<file path="src/rtl/sprite_draw_if.sv">
// Sprite ROM bus: registered address out to the ROM, RGB word back one clock later.
interface sprite_draw_if #(
  parameter int ADDR_W = 8,
  parameter int RGB_W  = 12
);
  logic [ADDR_W-1:0] rom_addr;
  logic [RGB_W-1:0]  rom_data;

  modport master (output rom_addr, input  rom_data);
  modport slave  (input  rom_addr, output rom_data);
endinterface

</file>
<file path="src/rtl/sprite_draw.sv">
// Sprite compositor around a synchronous 16x16 sprite ROM: address generation,
// colour-key transparency over the background, and per-frame collision reporting.
module sprite_draw #(
  parameter int          SIZE_LOG2   = 4,
  parameter int          COORD_W     = 11,
  parameter logic [11:0] TRANSPARENT = 12'h000,
  parameter logic [11:0] BG_KEY      = 12'h000
) (
  input  logic               clk,
  input  logic               rst,
  input  logic [COORD_W-1:0] hcount,
  input  logic [COORD_W-1:0] vcount,
  input  logic               blank,
  input  logic               frame_start,
  input  logic [COORD_W-1:0] pos_x,
  input  logic [COORD_W-1:0] pos_y,
  input  logic               mirror_x,
  input  logic [11:0]        bg_rgb,
  sprite_draw_if.master      rom,
  output logic [11:0]        rgb_out,
  output logic               collision,
  output logic               collision_pulse
);

  localparam int ADDR_W = 2 * SIZE_LOG2;
  localparam logic [COORD_W:0] EDGE = (COORD_W+1)'(1 << SIZE_LOG2);

  function automatic logic [11:0] composite(input logic blank_i, input logic hit_i,
                                            input logic [11:0] sprite_i,
                                            input logic [11:0] bg_i);
    if (blank_i)                              return 12'h000;
    else if (hit_i && sprite_i != TRANSPARENT) return sprite_i;
    else                                      return bg_i;
  endfunction

  logic [COORD_W-1:0] act_x_q, act_x_d, act_y_q, act_y_d;
  logic               act_mirror_q, act_mirror_d;
  logic [ADDR_W-1:0]  rom_addr_q, rom_addr_d;
  logic               hit_p1_q, hit_p1_d, blank_p1_q, blank_p1_d;
  logic [11:0]        bg_p1_q, bg_p1_d;
  logic               hit_p2_q, hit_p2_d, blank_p2_q, blank_p2_d;
  logic [11:0]        bg_p2_q, bg_p2_d;
  logic [11:0]        rgb_out_q, rgb_out_d;
  logic               acc_q, acc_d, collision_q, collision_d, pulse_q, pulse_d;

  logic [COORD_W:0]   hx_p0, vy_p0, ax_p0, ay_p0;
  logic               hit_p0, event_p2;
  logic [SIZE_LOG2-1:0] dx_p0, dy_p0, col_p0;

  // Stage 0: hit test and ROM address, extra MSB keeps act+16 from wrapping
  always_comb begin
    act_x_d      = act_x_q;
    act_y_d      = act_y_q;
    act_mirror_d = act_mirror_q;
    if (frame_start) begin
      act_x_d      = pos_x;
      act_y_d      = pos_y;
      act_mirror_d = mirror_x;
    end

    hx_p0  = {1'b0, hcount};
    vy_p0  = {1'b0, vcount};
    ax_p0  = {1'b0, act_x_q};
    ay_p0  = {1'b0, act_y_q};
    hit_p0 = !blank && (hx_p0 >= ax_p0) && (hx_p0 < ax_p0 + EDGE)
                    && (vy_p0 >= ay_p0) && (vy_p0 < ay_p0 + EDGE);
    dx_p0  = hcount[SIZE_LOG2-1:0] - act_x_q[SIZE_LOG2-1:0];
    dy_p0  = vcount[SIZE_LOG2-1:0] - act_y_q[SIZE_LOG2-1:0];
    col_p0 = act_mirror_q ? ~dx_p0 : dx_p0;

    rom_addr_d = hit_p0 ? {dy_p0, col_p0} : '0;
    hit_p1_d   = hit_p0;
    blank_p1_d = blank;
    bg_p1_d    = bg_rgb;

    // Stage 1: ROM access cycle, side-band data just follows along
    hit_p2_d   = hit_p1_q;
    blank_p2_d = blank_p1_q;
    bg_p2_d    = bg_p1_q;

    // Stage 2: composite and collision; a coincident event opens the new frame
    rgb_out_d = composite(blank_p2_q, hit_p2_q, rom.rom_data, bg_p2_q);
    event_p2  = hit_p2_q && !blank_p2_q && (rom.rom_data != TRANSPARENT)
                && (bg_p2_q != BG_KEY);
    if (frame_start) begin
      collision_d = acc_q;
      pulse_d     = acc_q;
      acc_d       = event_p2;
    end else begin
      collision_d = collision_q;
      pulse_d     = 1'b0;
      acc_d       = acc_q | event_p2;
    end
  end

  always_ff @(posedge clk or posedge rst) begin
    if (rst) begin
      act_x_q      <= '0;
      act_y_q      <= '0;
      act_mirror_q <= 1'b0;
      rom_addr_q   <= '0;
      hit_p1_q     <= 1'b0;
      blank_p1_q   <= 1'b0;
      bg_p1_q      <= '0;
      hit_p2_q     <= 1'b0;
      blank_p2_q   <= 1'b0;
      bg_p2_q      <= '0;
      rgb_out_q    <= '0;
      acc_q        <= 1'b0;
      collision_q  <= 1'b0;
      pulse_q      <= 1'b0;
    end else begin
      act_x_q      <= act_x_d;
      act_y_q      <= act_y_d;
      act_mirror_q <= act_mirror_d;
      rom_addr_q   <= rom_addr_d;
      hit_p1_q     <= hit_p1_d;
      blank_p1_q   <= blank_p1_d;
      bg_p1_q      <= bg_p1_d;
      hit_p2_q     <= hit_p2_d;
      blank_p2_q   <= blank_p2_d;
      bg_p2_q      <= bg_p2_d;
      rgb_out_q    <= rgb_out_d;
      acc_q        <= acc_d;
      collision_q  <= collision_d;
      pulse_q      <= pulse_d;
    end
  end

  assign rom.rom_addr     = rom_addr_q;
  assign rgb_out          = rgb_out_q;
  assign collision        = collision_q;
  assign collision_pulse  = pulse_q;

endmodule

</file>
<file path="src/flat_wrapper.sv">
// flat-port wrapper written by rule: the top's interface ports become plain ports
module sprite_draw_flat 
#(
  parameter int          SIZE_LOG2   = 4,
  parameter int          COORD_W     = 11,
  parameter logic [11:0] TRANSPARENT = 12'h000,
  parameter logic [11:0] BG_KEY      = 12'h000
)
  (clk, rst, hcount, vcount, blank, frame_start, pos_x, pos_y, mirror_x, bg_rgb, rgb_out, collision, collision_pulse, rom_rom_addr, rom_rom_data);
  sprite_draw_if rom_i ();
  input  logic clk;
  input  logic rst;
  input  logic [COORD_W-1:0] hcount;
  input  logic [COORD_W-1:0] vcount;
  input  logic blank;
  input  logic frame_start;
  input  logic [COORD_W-1:0] pos_x;
  input  logic [COORD_W-1:0] pos_y;
  input  logic mirror_x;
  input  logic [11:0] bg_rgb;
  output logic [11:0] rgb_out;
  output logic collision;
  output logic collision_pulse;
  output wire logic [$bits(rom_i.rom_addr)-1:0] rom_rom_addr;
  input wire logic [$bits(rom_i.rom_data)-1:0] rom_rom_data;
  assign rom_rom_addr = rom_i.rom_addr;
  assign rom_i.rom_data = rom_rom_data;
  sprite_draw #(.SIZE_LOG2(SIZE_LOG2), .COORD_W(COORD_W), .TRANSPARENT(TRANSPARENT), .BG_KEY(BG_KEY)) u_core (.clk(clk), .rst(rst), .hcount(hcount), .vcount(vcount), .blank(blank), .frame_start(frame_start), .pos_x(pos_x), .pos_y(pos_y), .mirror_x(mirror_x), .bg_rgb(bg_rgb), .rom(rom_i), .rgb_out(rgb_out), .collision(collision), .collision_pulse(collision_pulse));
endmodule
</file>
<file path="config.mk">
export PLATFORM = sky130hd
export DESIGN_NAME = sprite_draw_flat
export DESIGN_NICKNAME = d
export VERILOG_FILES = /design/src/rtl/sprite_draw_if.sv /design/src/rtl/sprite_draw.sv /design/src/flat_wrapper.sv
export SDC_FILE = /design/constraint.sdc
export NUM_CORES = 1
export LEC_CHECK = 0
export ABC_AREA = 1
export CAP_MARGIN = 40
export CORE_MARGIN = 4
export CORE_UTILIZATION = 30
export CTS_BUF_LIST = sky130_fd_sc_hd__clkbuf_8
export CTS_CLUSTER_DIAMETER = 80
export CTS_CLUSTER_SIZE = 30
export DETAILED_ROUTE_END_ITERATION = 6
export REMOVE_ABC_BUFFERS = 1
export SYNTH_ARGS = -nofsm -noshare
export SYNTH_HDL_FRONTEND = slang
export SYNTH_SLANG_ARGS = --single-unit
</file>
<file path="constraint.sdc">
create_clock -name clk -period 5.5 [get_ports clk]
set_input_delay 1.1 -clock clk [delete_from_list [all_inputs] [get_ports clk]]
set_output_delay 1.1 -clock clk [all_outputs]
set_load 0.02 [all_outputs]
</file>
==> results.sh <==
export IMPL_ys_warn_count=0
export IMPL_worst_setup_path_type="in -> reg"
export IMPL_crit_path_start_kind="input port"
export IMPL_wl_per_cell_microns=12.43
export IMPL_status="completed"
export IMPL_cpPeakStageDelay_ps=400
export IMPL_antenna_cells=0
export IMPL_firstDrtPassIters=4
export IMPL_grt_max_degree=47
export IMPL_htreeDepth=3
export IMPL_ios=95
export IMPL_cts_hold_buf=0
export IMPL_syn_inst=400
export IMPL_slew_violations=0
export IMPL_nNetsFinal=611
export IMPL_setup_violations_final=0
export IMPL_start_util_pct=30.78
export IMPL_crit_slowest_cell="clkdlybuf4s50_1"
export IMPL_finalCriticalPeriod_ps=2687
export IMPL_grt_pass1_wl_mm=13.92
export IMPL_ys_types=25
export IMPL_ys_top_cells_by_area="dfrtp_1 (50%), ha_1 (13%), nand2_1 (6.6%), nor2_1 (5.3%), o21ai_0 (4.7%)"
export IMPL_cp_arrival_ps=2950
export IMPL_syn_area_per_cell_sq_um=9.281
export IMPL_hp_class="reg -> reg"
export IMPL_dieArea_sq_mm=0.01422
export IMPL_place_port_buffers=94
export IMPL_synth_edff_count=0
export IMPL_cp_required_ps=5760
export IMPL_hold_violations=0
export IMPL_fmax_ghz=0.3722
export IMPL_post_drt_via_cell_ratio=4.304
export IMPL_ys_flop_type="dfrtp_1"
export IMPL_rsz0062_at_grt="no"
export IMPL_maxCapViolCount=0
export IMPL_grt_total_usage_pct=12.23
export IMPL_yosys_area_top_type="dfrtp_1"
export IMPL_clk_pin_slew_ps=80
export IMPL_fillCellCount=1182
export IMPL_worst_path_buf_inv=3
export IMPL_root_buffer="clkbuf_8"
export IMPL_fin_crit_sh_pct=48.85
export IMPL_post_cts_buffers=0
export IMPL_timing_setup_tns_ps=0
export IMPL_vdd_drop_max_mv=0.08565
export IMPL_final_common_cell="clkdlybuf4s50_1"
export IMPL_dp_hpwl_mm=6.545
export IMPL_fp_dieW_microns=119.2
export IMPL_drc_errors=0
export IMPL_num_rows=40
export IMPL_post_cts_resized=0
export IMPL_wl_mm=8.340
export IMPL_clock_latency_ps=340
export IMPL_syn_cell_area_sq_mm=0.003712
export IMPL_power_leakage_nw=2.335
export IMPL_via_count=2888
export IMPL_cpMostUsedCell="nand2_1"
export IMPL_drtIter0Drc=196
export IMPL_ys_seq_area_share_pct=49.88
export IMPL_layout_common_cells="clkdlybuf4s50_1 (94), dfrtp_1 (74), nand2_1 (65), nor2_1 (52), inv_1 (45)"
export IMPL_fin_worst_skew_ps=9.579
export IMPL_async_flop_share_pct=100.0
export IMPL_relSlewSlack_pct=58.42
export IMPL_synth_seq_cells=74
export IMPL_path_max_fanout=9
export IMPL_die_y_microns=119.2
export IMPL_final_core_util_pct=41.84
export IMPL_antenna_found_initial=0
export IMPL_critPathTopFamily="simple AND/OR/NAND/NOR gates"
export IMPL_path_cells="clkdlybuf4s50_1 -> inv_1 -> ha_1 -> inv_1 -> fa_1 -> nand3_1 -> nand2_1 -> nand2_1 -> nand3_1 -> nand2_1 -> nand2_1 -> nand2_1 -> nand3_2 -> nor2_1"
export IMPL_detail_route_antenna_nets=0
export IMPL_max_slew_worst_pin_slew_ps=622.7
export IMPL_powerDensity_mw_per_mm2=258.7
export IMPL_synthDominantCellAreaShare_pct=49.88
export IMPL_coreArea_sq_mm=0.01206
export IMPL_grt_overflow=0
export IMPL_r2r_slack_ps=3360
export IMPL_drive_gt1_share_pct=6.362
export IMPL_cts_sinks=74
export IMPL_cts_buffers=9
export IMPL_grt_pass1_vias=3096
export IMPL_place_congestion=0.8576
export IMPL_syn_to_final_growth_pct=35.93
export IMPL_cts_tree="built"
export IMPL_cp_end_kind="flip-flop"
export IMPL_clock_path_buffers=2
[routing by layer]
| metal | track usage (%) | vias to the layer above | routed length, microns | share of wire [%] |
|---|---|---|---|---|
| li1 | - | 1480 | - | - |
| met1 | 15.91 | 1314 | 3943 | 47 |
| met2 | 19.32 | 84 | 3750 | 45 |
| met3 | 3.229 | 10 | 508 | 6.1 |
| met4 | 4.924 | 0 | 137 | 1.6 |
| met5 | 0 | - | 0 | 0 |
[state kept, by name (all words and copies together), names as in the netlist]
register and cells:
u_core.acc_q 1, u_core.act_mirror_q 1, u_core.act_x_q 11, u_core.act_y_q 11, u_core.bg_p1_q 12, u_core.bg_p2_q 12, u_core.blank_p1_q 1, u_core.blank_p2_q 1
u_core.collision 1, u_core.collision_pulse 1, u_core.hit_p1_q 1, u_core.hit_p2_q 1, u_core.rgb_out 12, u_core.rom.rom_addr 8
[stage by stage]
stage	instances	setup WS, ps	power, mW	cell area [sq um]	hold WS [ps]
2_1_floorplan	391	2518	0.7727	3679	331.2
3_3_place_gp	655	2513	0.8923	4845	333.1
3_5_place_dp	655	2445	0.8961	4845	334.7
4_1_cts	671	2805	1.334	5046	352.6
5_1_grt	671	2639	1.399	5046	355.7
6_report	671	2813	1.305	5046	352.0
[cell families (layout without fill, tap and decap cells)]
| logic type | after synthesis | after routing | synth area share, % |
|---|---|---|---|
| adder cells (fa/ha/maj) | 40 | 40 | 13.89 |
| buffers and inverters | 55 | 158 | 5.561 |
| AO/OA/AOI/OAI | 52 | 52 | 7.112 |
| flip-flops | 74 | 74 | 49.88 |
| XOR/XNOR | 18 | 18 | 4.247 |
| multiplexers | 3 | 3 | 0.9099 |
| AND/OR/NAND/NOR | 158 | 158 | 18.40 |
[path summary, 6_finish.rpt]
check                                              endpoint  depth (start not counted)                          start
hold reg to reg                 u_core.bg_p2_q[5]$_DFF_PP0_                          0    u_core.bg_p1_q[5]$_DFF_PP0_
setup reg to reg           u_core.rom.rom_addr[1]$_DFF_PP0_                         12  u_core.act_y_q[4]$_DFFE_PP0P_
hold / removal                  u_core.bg_p2_q[5]$_DFF_PP0_                          0    u_core.bg_p1_q[5]$_DFF_PP0_
min in group asynchronous       u_core.bg_p1_q[1]$_DFF_PP0_                          2                            rst
setup / recovery           u_core.rom.rom_addr[1]$_DFF_PP0_                         14                      hcount[0]
max in group asynchronous       u_core.bg_p1_q[3]$_DFF_PP0_                          3                            rst
[cell usage after synthesis (all sizes together) (2+ instances only)]
library cell,number
nor3,3
xnor2,8
ha,38
xor2,10
dfrtp,74
nand3,20
clkbuf,9
nor4,4
nor2,55
inv,46
o21ai,35
fa,2
nand2,68
mux2,3
nand4,2
a21oi,15
nand3b,3
[layout make-up]
cell class,count,area (sq um),share of cell area (%)
Clock buffer,9,123.9,2.455
Clock inverter,7,77.57,1.537
Inverter,46,172.7,3.422
Multi-Input combinational cell,271,1654,32.78
Sequential cell,74,1852,36.70
Tap cell,168,210.2,4.166
Timing Repair Buffer,96,955.9,18.94
[where the power goes]
part	internal [mW]	switching, mW
combinational	0.139	0.145
sequential	0.578	0.0184
clock	0.213	0.212
[worst reg2reg max path: stages (launching register included)]
cell and delay [ps]:
dfrtp_1 380, ha_1 200, nand3_1 130, nor3_1 210, xor2_1 180, ha_1 270, nand2_2 80, nor2_2 40
nand2_2 40, nand3_1 70, nor2_1 130, nand3_2 180, nor2_1 150
Power figures use the tool's default switching activity.
